$ cat src/rtl/hazard_control_unit.sv
// Hazard controller for the five-stage MIPS pipeline: load-use stalls,
// taken-branch flushes, multi-cycle EX wait states and a stall-cycle counter.
module hazard_control_unit #(
    parameter int unsigned MC_LATENCY = 4
) (
    input  logic        Clk,
    input  logic        Reset,
    input  logic [4:0]  IDRs,
    input  logic [4:0]  IDRt,
    input  logic        IDUsesRs,
    input  logic        IDUsesRt,
    input  logic        EXMemRead,
    input  logic [4:0]  EXRd,
    input  logic        BranchTaken,
    input  logic        MultiCycleStart,
    output logic        PCWriteIn,
    output logic        IFIDWrite,
    output logic        IFIDFlush,
    output logic        IDEXWrite,
    output logic        IDEXFlush,
    output logic        EXMEMBubble,
    output logic        Busy,
    output logic [31:0] StallCycles
);

    typedef enum logic {
        RUN,
        MC_WAIT
    } hazardState;

    // A latency of one finishes inside the start cycle, so no wait is needed
    localparam bit         MC_STALLS = (MC_LATENCY > 1);
    localparam logic [7:0] MC_RELOAD = 8'(MC_LATENCY - 1);

    hazardState  state;
    hazardState  nextState;
    logic [7:0]  waitCount;
    logic [7:0]  nextWaitCount;
    logic [31:0] stallCount;
    logic        loadUse;

    assign loadUse = EXMemRead && (EXRd != 5'd0) &&
                     ((IDUsesRs && (IDRs == EXRd)) || (IDUsesRt && (IDRt == EXRd)));

    assign StallCycles = stallCount;

    // Next-state and control outputs; branch beats multi-cycle start beats load-use
    always_comb begin
        nextState     = state;
        nextWaitCount = waitCount;
        PCWriteIn     = 1'b1;
        IFIDWrite     = 1'b1;
        IFIDFlush     = 1'b0;
        IDEXWrite     = 1'b1;
        IDEXFlush     = 1'b0;
        EXMEMBubble   = 1'b0;
        Busy          = 1'b0;
        if (!Reset) begin
            unique case (state)
                RUN: begin
                    if (BranchTaken) begin
                        IFIDFlush = 1'b1;
                        IDEXFlush = 1'b1;
                    end else if (MultiCycleStart) begin
                        if (MC_STALLS) begin
                            PCWriteIn     = 1'b0;
                            IFIDWrite     = 1'b0;
                            IDEXWrite     = 1'b0;
                            EXMEMBubble   = 1'b1;
                            nextState     = MC_WAIT;
                            nextWaitCount = MC_RELOAD;
                        end
                    end else if (loadUse) begin
                        PCWriteIn = 1'b0;
                        IFIDWrite = 1'b0;
                        IDEXFlush = 1'b1;
                    end
                end
                MC_WAIT: begin
                    PCWriteIn     = 1'b0;
                    IFIDWrite     = 1'b0;
                    IDEXWrite     = 1'b0;
                    EXMEMBubble   = 1'b1;
                    Busy          = 1'b1;
                    nextWaitCount = waitCount - 8'd1;
                    if (waitCount <= 8'd1) begin
                        nextState = RUN;
                    end
                end
                default: begin
                    nextState = RUN;
                end
            endcase
        end
    end

    // State, wait counter and free-running stall counter
    always_ff @(posedge Clk) begin
        if (Reset) begin
            state      <= RUN;
            waitCount  <= 8'd0;
            stallCount <= 32'd0;
        end else begin
            state      <= nextState;
            waitCount  <= nextWaitCount;
            stallCount <= stallCount + {31'd0, ~PCWriteIn};
        end
    end

endmodule

$ cat config.mk
export PLATFORM = sky130hd
export DESIGN_NAME = hazard_control_unit
export DESIGN_NICKNAME = d
export VERILOG_FILES = /design/src/rtl/hazard_control_unit.sv
export SDC_FILE = /design/constraint.sdc
export NUM_CORES = 1
export LEC_CHECK = 0
export CORE_MARGIN = 3
export CORE_UTILIZATION = 30
export DETAILED_ROUTE_END_ITERATION = 8
export SLEW_MARGIN = 10
export SYNTH_ARGS = -nofsm -noshare
export SYNTH_HDL_FRONTEND = slang
export SYNTH_SLANG_ARGS = --single-unit
$ cat constraint.sdc
create_clock -name Clk -period 7.7 [get_ports Clk]
set_clock_uncertainty 0.15 [all_clocks]
set_input_delay 1.54 -clock Clk [delete_from_list [all_inputs] [get_ports Clk]]
set_output_delay 1.54 -clock Clk [all_outputs]
set_load 0.01 [all_outputs]
==> impl_metrics.yaml, run 1 <==
layout:
  multi_input_area_um2: 1170
  seq_area_um2: 821
  fin_area_um2: 2880
  finish.utilization_pct: 41.9
  synthToLayoutAreaGrowth_pct: 34.1
  drive_above_1_share_pct: 4.38
  fillCellCount: 721
  nNetsFinal: 322
  n_antenna_cell: 0
worst_setup_path:
  criticalPathCategory: "in2out"
  cp.required_ns: 6.01
  crit_chain: "clkdlybuf4s50_1, nor2b_1, nor2_1, or2_2, o21a_1, clkdlybuf4s50_1"
  slowest_delay_ns: 0.48
  crit_fanout: 8
  slowest_stage: "clkdlybuf4s50_1"
  cp-start-kind: "input port"
  path_common_cell: "clkdlybuf4s50_1"
  arrival_ns: 3.48
  cpLargestDelayFamily: "buffers and inverters"
  critPathBufInv: 2
  crit_path_end_kind: "primary output"
synthesis:
  syn-cell-area_um2: 2140
  synth.avg_cell_area_um2: 8.79
  yosysTopAreaCell: "dfxtp_1"
  synth-seq-cells: 41
  synth_flop_cell: "dfxtp_1"
  synth_commonest_cells: "dfxtp_1 (41), nor2_1 (25), xor2_1 (24)"
  ys_types: 40
  synth.most_common_cell: "dfxtp_1"
  async_flop_share_pct: 0
  synth_area_leaders: "dfxtp_1 (38%), xor2_1 (9.8%), o31ai_1 (5.3%)"
  synth_edf_count: 0
  yosys_warnings: 0
  syn_inst: 244
  synth_nets: 270
  synthDominantCellAreaShare_pct: 38.3
  synth-seq-area-share_pct: 38.3
timing:
  setup_tns_ns: 0
  rsz0062_at_grt: "false"
  fmax_ghz: 0.194
  setup_viol: 0
  post-route-period-util_pct: 67.1
  slew_violations: 0
  hold_viol: 0
  max_slew.worst_pin.slew_ns: 0.462
  relSlewSlack_pct: 69.2
  layout_min_cycle_time_ns: 5.17
  fin_ws_ns: 2.53
clock_tree:
  clk_pin_slew_ns: 0.08
  h-tree-depth: 2
  root_buffer: "clkbuf_8"
  ctsResizeCount: 0
  postCtsSetupBuffers: 0
  cts_buffers: 5
  clock_latency_ns: 0.29
  hold_buffers: 0
  clockBufferDepth: 2
  cts_tree: "built"
  cts.sinks: 41
global_routing:
  antenna_found_initial: 0
  gr-total-overflow: 0
  grt_pass1_wl_um: 8510
  grtUsageTotal_pct: 12.4
  grt_pass1_vias: 1880
  grt_start_max_net_pins: 41
placement:
  placed_area_um2: 2740
  portBuffers: 60
  pre_cts_slack_ns: 2.53
  place_hpwl_um: 3650
  routabilityCongestion: 0.727
floorplanning:
  io-pin-count: 61
  start_util_pct: 31.2
  die_h_um: 90.6
  die-width_um: 90.6
  core_um2: 6870
  dieArea_um2: 8200
  core.rowCount: 30
power_and_ir_drop:
  switching_share_pct: 22.2
  combPwrFrac_pct: 11.6
  powerDensity_nw_per_um2: 169
  p_int_uw: 377
  power.switching_uw: 108
  clock_power_share_pct: 42.0
  p_leak_nw: 0.982
  sequentialPowerShare_pct: 46.4
  peakVddDrop_uv: 69.5
  power.total_uw: 485
outcome:
  outcome: "complete, no violations"
drt:
  drc: 0
  firstDrtPassIters: 4
  finalWirelength_um: 5030
  antenna_left: 0
  drt_iter0_drc: 75
  vias_per_cell: 5.01
  vias: 1969
  wl_per_cell_um: 12.8
hold_path:
  holdCritPathClass: "reg2reg"
run:
  maxCapViolCount: 0
worst register-to-register path: stages, from the launching register on:
cell and delay (ns):
dfxtp_1 0.52, nor2_1 0.13, or2_2 0.35, o21ai_0 0.11, ha_1 0.22, ha_1 0.19
and3_1 0.39, nand4_1 0.36, or4_1 0.50, a21oi_1 0.15
layer usage:
| layer | global-route usage (%) | part of all wire (%) | wire, um |
|---|---|---|---|
| met4 | 3.44 | 0.44 | 22 |
| met1 | 14.7 | 44 | 2230 |
| met3 | 4.67 | 7.8 | 394 |
| met2 | 20.8 | 47 | 2380 |
| met5 | 0 | 0 | 0 |
cells by family after synthesis:
family	after synthesis	share of synthesized area [%]
simple gates	99	26.3
compound gates	49	14.4
flops	41	38.3
xor+xnor	28	11.4
buf+inv	23	7.29
fa+ha+maj	4	2.33
placed cells by master, fill, tap and decap left out, types with 2 or more instances in the layout:
cell type        count
dfxtp_1             41
and4_1               4
nand3_1             11
bufinv_16            2
clkbuf_8             5
nor2b_1              4
ha_1                 4
o21ai_0              6
nor2_1              25
nor4_1               3
and3_1               4
inv_1                7
or3_1                3
nand2_1             12
or4_1               15
o211ai_1             3
xor2_1              24
a21oi_1             18
xnor2_1              4
clkdlybuf4s50_1     60
nor3_1               4
nand4_1              7
o31ai_1             15
state kept, by name, summed over array words and instances, names as in the netlist:
name	count
StallCycles	32
waitCount	8
state	1
power groups by stage:
| stage | combinational, mW | sequential [mW] | clock (mW) |
|---|---|---|---|
| finish | 0.0560 | 0.225 | 0.204 |
| global route | 0.0629 | 0.226 | 0.223 |
| CTS | 0.0566 | 0.225 | 0.210 |
| detailed placement | 0.0561 | 0.230 | 0 |
| global placement | 0.0561 | 0.230 | 0 |
| floorplan | 0.0339 | 0.228 | 0 |
cell type report:
type                       count  share of cell area, %
multi-input combinational    180                   40.6
clock inverter                 3                   2.26
sequential                    41                   28.5
tap                           96                   4.18
timing repair buffer          61                   21.1
inverter                       7                  0.913
clock buffer                   5                   2.39
per-stage QoR:
step / cells / hold WS [ns]
after floorplan: 244 / 0.302
after global placement: 385 / 0.311
after detailed placement: 385 / 0.323
after CTS: 393 / 0.333
after global routing: 393 / 0.363
final: 393 / 0.329
worst paths after layout:
check                         end       startpoint  slack, ns  cells after the start
setup / recovery        PCWriteIn  MultiCycleStart       2.53                      6
hold reg to reg   StallCycles[31]  StallCycles[31]       0.33                      2
setup reg to reg  StallCycles[30]            state       4.55                      9
hold / removal    StallCycles[31]  StallCycles[31]       0.33                      2
Note: power is estimated with default switching activity, not from simulation.
==> inputs of run 2 (changes only) <==
==> constraint.sdc (replaced) <==
create_clock -name Clk -period 5.3 [get_ports Clk]
set_clock_uncertainty 0.15 [all_clocks]
set_input_delay 1.06 -clock Clk [delete_from_list [all_inputs] [get_ports Clk]]
set_output_delay 1.06 -clock Clk [all_outputs]
set_load 0.01 [all_outputs]
==> run 2 against run 1 <==
Against the previous run:
- sequential cell count did not move
- cell count stayed put
- sequential power increased by 45%
- power rose by 24%
- sequential share of layout area is 0.54 points higher
- highest routed layer unchanged
==> impl_metrics.yaml, run 2 (same netlist as run 1, synthesis figures left out) <==
worst_setup_path:
  crit_fanout: 8
  cp-start-kind: "input port"
  criticalPathCategory: "in2out"
  rr_worst_depth: 9
  arrival_ns: 2.99
  cp.required_ns: 4.09
  crit_path_end_kind: "primary output"
floorplanning:
  core.rowCount: 30
  die_h_um: 90.6
  start_util_pct: 31.2
  dieArea_um2: 8200
  io-pin-count: 61
  die-width_um: 90.6
  core_um2: 6870
clock_tree:
  hold_buffers: 0
  cts_tree: "built"
  h-tree-depth: 2
  cts_buffers: 5
  root_buffer: "clkbuf_8"
  clk_pin_slew_ns: 0.08
  ctsResizeCount: 0
  postCtsSetupBuffers: 0
  clock_latency_ns: 0.28
  cts.sinks: 41
  clockBufferDepth: 2
drt:
  wl_per_cell_um: 12.7
  drc: 0
  vias_per_cell: 4.94
  antenna_left: 0
  finalWirelength_um: 4970
  drt_iter0_drc: 81
  firstDrtPassIters: 4
  vias: 1940
global_routing:
  grtUsageTotal_pct: 12.0
  antenna_found_initial: 0
  grt_pass1_vias: 1786
  grt_pass1_wl_um: 8120
  grt_start_max_net_pins: 38
  gr-total-overflow: 0
power_and_ir_drop:
  clock_power_share_pct: 32.3
  p_int_uw: 454
  p_leak_nw: 0.953
  combPwrFrac_pct: 13.5
  switching_share_pct: 24.6
  peakVddDrop_uv: 87.4
  power.switching_uw: 149
  sequentialPowerShare_pct: 54.2
  powerDensity_nw_per_um2: 214
timing:
  hold_slack_ns: 0.332
  setup_viol: 0
  relSlewSlack_pct: 68.3
  post-route-period-util_pct: 79.3
  rsz0062_at_grt: "false"
  setup_tns_ns: 0
  hold_viol: 0
  slew_violations: 0
  max_slew.worst_pin.slew_ns: 0.471
  layout_min_cycle_time_ns: 4.20
  fmax_ghz: 0.238
placement:
  place_hpwl_um: 3640
  routabilityCongestion: 0.734
  portBuffers: 60
  dp.cells: 385
layout:
  n_antenna_cell: 0
  fillCellCount: 702
  drive_above_1_share_pct: 3.37
  synthToLayoutAreaGrowth_pct: 31.6
  multi_input_area_um2: 1170
  final_cells: 393
  layout.cells.most_common: "clkdlybuf4s50_1"
  layout_common_cells: "clkdlybuf4s50_1 (60), dfxtp_1 (41), nor2_1 (25)"
  seq_area_um2: 821
  largest_reg_flops: 32
  nNetsFinal: 322
run:
  maxCapViolCount: 0
hold_path:
  holdCritPathClass: "reg2reg"
  hold_path_depth: 2
outcome:
  outcome: "complete, no violations"
==> run 2: changes by cell type in the layout (fill, tap and decap cells not counted), sizes merged <==
cell	delta
bufinv	-2
clkbuf	+3
clkinv	-1
==> run 2: layout make-up <==
class	instances	share of cell area, %
Clock buffer	8	2.84
Inverter	7	0.931
Multi-Input combinational cell	180	41.4
Sequential cell	41	29.1
Tap cell	96	4.26
Timing Repair Buffer	61	21.5
==> run 2: stage by stage <==
step	area [um2]	util [%]	power, mW	setup WS (ns)
6_report	2820	41.1	0.603	1.10
5_1_grt	2820	41.1	0.635	0.844
2_1_floorplan	2140	-	0.380	1.66
3_5_place_dp	2740	39.9	0.416	0.829
3_3_place_gp	2740	39.9	0.416	0.918
4_1_cts	2820	41.1	0.615	1.10
==> run 2: power by group through the flow <==
stage	sequential (mW)	clock, mW	combinational, mW
finish	0.327	0.195	0.0815
global route	0.328	0.215	0.0917
CTS	0.327	0.205	0.0827
detailed placement	0.334	0	0.0824
global placement	0.334	0	0.0824
floorplan	0.331	0	0.0492
==> run 2: final timing paths <==
path / end / start / slack (ns)
worst max-delay path: IFIDWrite / MultiCycleStart / 1.10
worst min register to register: StallCycles[31] / StallCycles[31] / 0.33
worst min-delay path: StallCycles[31] / StallCycles[31] / 0.33
worst max register to register: StallCycles[30] / state / 2.23
==> run 2: critical path, cell delays in order <==
cell	delay (ns)
clkdlybuf4s50_1	0.45
nor2b_1	0.41
nor2_1	0.12
or2_2	0.35
o21a_1	0.13
clkdlybuf4s50_1	0.48
==> run 2: metal layers <==
| layer | GRT usage, % | wire [um] | vias to the layer above |
|---|---|---|---|
| li1 | - | - | 992 |
| met1 | 14.5 | 2290 | 890 |
| met2 | 19.1 | 2230 | 54 |
| met3 | 5.08 | 407 | 4 |
| met4 | 3.83 | 48 | 0 |
| met5 | 0 | 0 | - |
==> RTL edit (settings of run 1) <==
Make the reset (`Reset`) asynchronous in one clocked block.
--- a/src/rtl/hazard_control_unit.sv
+++ b/src/rtl/hazard_control_unit.sv
@@ -95,7 +95,7 @@
     end
 
     // State, wait counter and free-running stall counter
-    always_ff @(posedge Clk) begin
+    always_ff @(posedge Clk or posedge Reset) begin
         if (Reset) begin
             state      <= RUN;
             waitCount  <= 8'd0;
Check against the original RTL: differs if Reset is asserted again (counterexample within 4 cycles, from zero or initial values and one cycle with Reset high); with Reset held inactive, the same outputs for 10 cycles.
==> RTL edit against run 1 <==
Final area increased by 0.43%; first-iteration DRC count decreased by 6.7%; sequential cell count unchanged; setup slack got worse by 0.10 ns; global-route usage decreased by 0.50 points; worst hold slack got worse by 0.0052 ns; fmax decreased by 2.0%; wire length decreased by 14%; synthesized area decreased by 3.0%; count of clock-buffer cells in the layout unchanged; largest cell class is now flip-flops and latches.
Power is not compared: it rests on default switching activity, and its combinational part moved more than twofold at a synthesized area within 25%.
==> RTL edit: results (changes against run 1) <==
Crit-path slowest cell=clkdlybuf4s50_1; Least-Margin Pin Slew=0.565 ns (+0.104 ns); first-pass GRT wire length=7.51 mm (-12%); Place WS=2.42 ns (-0.115 ns); Clock Power Share=0.274; Port-buffer cells=60 (unchanged); via/cell ratio=4.76 (-4.9%); Synth top cells by count=41 x dfrtp_1, 25 x xnor2_1, 17 x nand3_1; WL/cell=12.9 um (+1.0%); status=complete, no violations; fin nets=284 (-12%); Clock Latency Late Sink=0.30 ns; pin count of the biggest net entering global routing=43 (+4.9%); Final Util=0.442 (+0.0236); CP max stage delay=0.54 ns (+0.06 ns); DRT iter0 DRCs=70 (-6.7%); Avg Synthesized Cell Area=10.8 um^2 (+23%); share of layout cells above drive strength 1=0.0579 (+0.0141); worst min-delay path class=register to register; sequential group power=297 uW; syn_nets=218 (-19%); critical-path maximum fanout=3 (-5); Post-CTS Resized=0 (unchanged); H-tree levels=2 (unchanged); Cells after DPL=328 (-15%); DP HPWL=3.25 mm (-11%); worst reg2reg path depth=8 (-1); vias in the first global route=1661 (-12%); Hold Fails Final Rpt=0 (unchanged); ranking of synthesized cells by area=dfrtp_1 49%, xnor2_1 11%, xor2_1 6.3%; # diodes=0 (unchanged); Fill cells=628 (-13%); max reg flops=32 (unchanged); WL final=4.34 mm (-14%); Antenna Nets Post-Route=0 (unchanged); placed instance area=2770 um^2 (+1.1%); postcts setup bufs=0 (unchanged); Hold Path Depth=1 (-1); Final GP Congestion=0.742 (+2.2%); synth unique cells=38 (-5.0%); Overall Global Routing Usage=0.119 (-0.00503); Top FF cell, synth=dfrtp_1; sequential area share after synthesis=0.493 (+0.110); CP delay by family, top=buffers and inverters; Post-synth ARST share=1.00 (+1.00)
RTL edit: per-layer routing:
metal  GRT usage  wire (um)
met1       0.150       2110
met2       0.194       1930
met3      0.0341        243
met4      0.0406         61
met5           0          0
RTL edit: worst paths after layout:
path                            startpoint               to  slack, ns
max                                EXRd[1]        IFIDWrite       2.43
min                        StallCycles[31]  StallCycles[31]       0.32
max reg2reg                          state  StallCycles[24]       5.20
min reg2reg                StallCycles[31]  StallCycles[31]       0.32
max in group asynchronous            Reset     waitCount[6]       5.29
min in group asynchronous            Reset     waitCount[5]       1.73
RTL edit: cells by family after synthesis:
group,after synthesis,share of synthesized area
buf+inv,9,0.0180
fa+ha+maj,4,0.0241
simple gates,81,0.233
xor+xnor,40,0.168
compound gates,14,0.0493
mux,3,0.0144
flops,41,0.493
RTL edit: layout make-up:
cell class              instances  area share
clock inverters                 3      0.0160
inverters                       7     0.00909
multi-input cells             142       0.352
well taps                      77      0.0333
clock buffers                   5      0.0238
flip-flops and latches         41       0.355
repair buffers                 61       0.210
